==> src/rtl/parity_frame_receiver.sv <==
// Serial receiver for start + 4 data bits (LSB first) + parity + stop frames.
// Define PARITY_ERR_COUNT_EN to enable the saturating error-frame counter on err_count.
module parity_frame_receiver #(
    parameter int unsigned PARITY_ODD = 0
) (
    input  logic       clk,
    input  logic       rst,
    input  logic       rx_bit,
    input  logic       rx_valid,
    output logic [3:0] data_out,
    output logic       data_valid,
    output logic       parity_err,
    output logic       frame_err,
    output logic [7:0] err_count
);

    typedef enum logic [1:0] {
        IDLE,
        DATA,
        PARITY,
        STOP
    } state_e;

    localparam logic PAR_SENSE = (PARITY_ODD != 0);

    state_e     state_q, state_d;
    logic [1:0] cnt_q, cnt_d;
    logic [3:0] shift_q, shift_d;
    logic       par_q, par_d;
    logic [3:0] data_out_q, data_out_d;
    logic       data_valid_q, data_valid_d;
    logic       parity_err_q, parity_err_d;
    logic       frame_err_q, frame_err_d;

    always_comb begin
        state_d      = state_q;
        cnt_d        = cnt_q;
        shift_d      = shift_q;
        par_d        = par_q;
        data_out_d   = data_out_q;
        data_valid_d = 1'b0;
        parity_err_d = 1'b0;
        frame_err_d  = 1'b0;
        if (rx_valid) begin
            unique case (state_q)
                IDLE: begin
                    if (!rx_bit) begin
                        state_d = DATA;
                        cnt_d   = '0;
                    end
                end
                DATA: begin
                    shift_d = {rx_bit, shift_q[3:1]};
                    cnt_d   = cnt_q + 2'd1;
                    if (cnt_q == 2'd3) begin
                        state_d = PARITY;
                    end
                end
                PARITY: begin
                    par_d   = rx_bit;
                    state_d = STOP;
                end
                STOP: begin
                    // Frame result is registered on the stop-bit sampling edge.
                    state_d      = IDLE;
                    data_out_d   = shift_q;
                    data_valid_d = 1'b1;
                    parity_err_d = (par_q != ((^shift_q) ^ PAR_SENSE));
                    frame_err_d  = !rx_bit;
                end
                default: state_d = IDLE;
            endcase
        end
    end

    always_ff @(posedge clk) begin
        if (rst) begin
            state_q      <= IDLE;
            cnt_q        <= '0;
            shift_q      <= '0;
            par_q        <= 1'b0;
            data_out_q   <= '0;
            data_valid_q <= 1'b0;
            parity_err_q <= 1'b0;
            frame_err_q  <= 1'b0;
        end else begin
            state_q      <= state_d;
            cnt_q        <= cnt_d;
            shift_q      <= shift_d;
            par_q        <= par_d;
            data_out_q   <= data_out_d;
            data_valid_q <= data_valid_d;
            parity_err_q <= parity_err_d;
            frame_err_q  <= frame_err_d;
        end
    end

    assign data_out   = data_out_q;
    assign data_valid = data_valid_q;
    assign parity_err = parity_err_q;
    assign frame_err  = frame_err_q;

`ifdef PARITY_ERR_COUNT_EN
    logic [7:0] err_count_q, err_count_d;

    always_comb begin
        err_count_d = err_count_q;
        if ((parity_err_d || frame_err_d) && (err_count_q != 8'hFF)) begin
            err_count_d = err_count_q + 8'd1;
        end
    end

    always_ff @(posedge clk) begin
        if (rst) begin
            err_count_q <= '0;
        end else begin
            err_count_q <= err_count_d;
        end
    end

    assign err_count = err_count_q;
`else
    assign err_count = '0;
`endif

endmodule

==> config.mk <==
export PLATFORM = sky130hd
export DESIGN_NAME = parity_frame_receiver
export DESIGN_NICKNAME = d
export VERILOG_FILES = /design/src/rtl/parity_frame_receiver.sv
export SDC_FILE = /design/constraint.sdc
export NUM_CORES = 1
export LEC_CHECK = 0
export ABC_AREA = 1
export CAP_MARGIN = 20
export CORE_MARGIN = 2
export CORE_UTILIZATION = 35
export DETAILED_ROUTE_END_ITERATION = 8
export SLEW_MARGIN = 15
export SYNTH_ARGS = -nofsm -noshare
export SYNTH_HDL_FRONTEND = slang
export SYNTH_SLANG_ARGS = --single-unit
==> constraint.sdc <==
create_clock -name clk -period 2.9 [get_ports clk]
set_input_delay 0.58 -clock clk [delete_from_list [all_inputs] [get_ports clk]]
set_output_delay 0.58 -clock clk [all_outputs]
set_load 0.005 [all_outputs]
==> results.toml <==
[status]
status = "finished, final reports clean"

[setup_path]
r2r_slack_ns = 1.58
reg2reg_to = "cnt_q[0]"
cp.arrival_ns = 1.12
r2r-start = "state_q[0]"
crit_family = "buffers and inverters"
worst-path-buf-inv = 1
slowest_stage = "clkdlybuf4s50_1"
crit_path_start_kind = "flip-flop"
cp_cell_sequence = "clkdlybuf4s50_1"
critPathCapture = "data_out[1]"
slowest_delay_ns = 0.50
critical_path_required_ns = 2.32
ff2ff_path_depth = 7
crit_cells = 1
crit_start = "data_out[1]"
crit_fanout = 2
worstSetupEndpointType = "primary output"
critPathKind = "reg -> out"

[timing]
max_freq_mhz = 587
hold_viol = 0
hold_ws_ns = 0.487
setup_viol = 0
slew_viol_final = 0
period_minus_slack_ns = 1.70
finClkSkew_ns = 0.00872
setup_tns_ns = 0
post-route-period-util_pct = 58.8
rsz0062_at_grt = "false"

[placement]
portBuffers = 10
routabilityCongestion = 0.761
dp_hpwl_um = 1070

[global_route]
grt_first_pass_wirelength_um = 2360
grt_pass1_vias = 547
track_usage_pct = 12.5
grt_overflow = 0
antenna_found_initial = 0
grt_max_degree = 13

[detailed_routing]
ant_nets = 0
viasPerCell = 4.32
wl_per_cell_um = 9.76
first_pass_iters = 4
vias = 583
routed_wirelength_um = 1320
drtIter0Drc = 9
drc = 0

[clock_tree]
cts_root_buf = "clkbuf_4"
cts.sinks = 16
clk_pin_slew_ns = 0.09
htreeDepth = 1
numCtsBuffers = 3
cts_tree = "built"
cts_resized = 0
post_cts_buffers = 0
clock_latency_ns = 0.28
ctsLongestPathBuffers = 2
ctsHoldBuffers = 0

[cells_and_area]
drive_above_1_share_pct = 8.33
utilization_pct = 43.7
area_growth_pct = 15.0
final_net_count = 120
fillCellCount = 220
diodes = 0

[pwr]
p_leak_nw = 0.388
max-vdd-ir-drop_mv = 0.276
p_per_area_nw_per_um2 = 502
power_mw = 0.444

[synth]
synth_cell_type_count = 19
avgSynthCellArea_um2 = 7.92
yosysSeqAreaShare_pct = 41.7
synth.top_cell.area_share_pct = 41.7
yosys.area.top_type = "dfxtp_1"
yosysWarnings = 0
synth_ff_type = "dfxtp_1"
synth_edf_count = 0
synth.area.top_cells = "dfxtp_1, ha_1, o21ai_0"
synth_common_cells = "dfxtp_1, nor2_1, o21ai_0"
yosys.cell_count.top_type = "dfxtp_1"
ys_async_sr_fraction_pct = 0
synth_seq_cells = 16
synth_area_um2 = 768
syn_inst = 97

[floorplan]
num_io_pins = 19
die_w_um = 50.9
start_util_pct = 38.0
core_um2 = 2020
die_h_um = 50.9
num_rows = 16
die_area_um2 = 2590

[worst_hold_path]
holdCritPathClass = "reg -> reg"

[job]
cap_violations = 0
==> per-layer routing <==
| metal | share of wire [%] | global-route usage [%] |
|---|---|---|
| met2 | 54 | 22.1 |
| met4 | 0.99 | 5.41 |
| met5 | 0 | 0 |
| met3 | 3.5 | 4.39 |
| met1 | 42 | 13.4 |
==> registers in the layout, summed over array words and instances (netlist names) <==
signal / count
frame_err: 1
data_out: 4
state_q: 2
parity_err: 1
cnt_q: 2
par_q: 1
shift_q: 4
data_valid: 1
==> layout make-up <==
| class | count | area (um2) | area share [%] |
|---|---|---|---|
| Timing Repair Buffer | 10 | 100 | 11.3 |
| Multi-Input combinational cell | 68 | 365 | 41.4 |
| Inverter | 11 | 41.3 | 4.67 |
| Sequential cell | 16 | 320 | 36.3 |
| Clock buffer | 3 | 22.5 | 2.55 |
| Tap cell | 27 | 33.8 | 3.82 |
==> metrics by stage <==
stage / area [um2] / std cells / setup slack [ns]
after floorplan: 795 / 104 / 1.73
after global placement: 861 / 132 / 1.22
after detailed placement: 861 / 132 / 1.20
after CTS: 883 / 135 / 1.17
after global routing: 883 / 135 / 1.13
final: 883 / 135 / 1.20
==> power by group <==
group	total, mW	leakage (nW)	switching (mW)	internal, mW
clock	0.115	0.0138	0.0664	0.0482
sequential	0.244	0.130	0.0107	0.233
combinational	0.0852	0.244	0.0522	0.0330
==> worst reg2reg max path, cell delays in order, from the launching register on <==
cell and delay (ns):
dfxtp_1 0.42, inv_1 0.09, ha_1 0.23, nor2_1 0.23, nor2_4 0.07, o21ai_0 0.07
nand2_1 0.06, nor2_1 0.08
==> layout by cell type, fill, tap and decap left out <==
master,n
a21oi_1,9
clkdlybuf4s50_1,10
ha_1,6
a21oi_2,1
xor2_1,1
nor2_1,12
inv_2,1
dfxtp_1,16
nand2_2,2
nand3_1,3
nor2_4,1
o21ai_1,1
o21ai_0,12
clkbuf_4,3
inv_1,10
nor3_1,1
nand2_1,10
nor2_2,1
conb_1,8
==> how the worst min path moves through the flow <==
stage	from	endpoint	slack [ns]	cells after the start
finish	par_q	par_q	0.49	2
global route	cnt_q[1]	cnt_q[1]	0.52	2
CTS	par_q	par_q	0.48	2
detailed placement	par_q	par_q	0.47	2
global placement	par_q	par_q	0.47	2
floorplan	par_q	par_q	0.44	2
==> kinds of logic after synthesis <==
group                      count (synthesis)  synth area share [%]
AOI/OAI and AO/OA                         23                  15.5
xor gates and xnor gates                   1                  1.14
adders and majority gates                  6                  9.77
buffers and inverters                     20                  14.2
DFF                                       16                  41.7
other                                      1                 0.488
and+or+nand+nor                           30                  17.3
No activity file was read; power rests on OpenSTA's default activity.
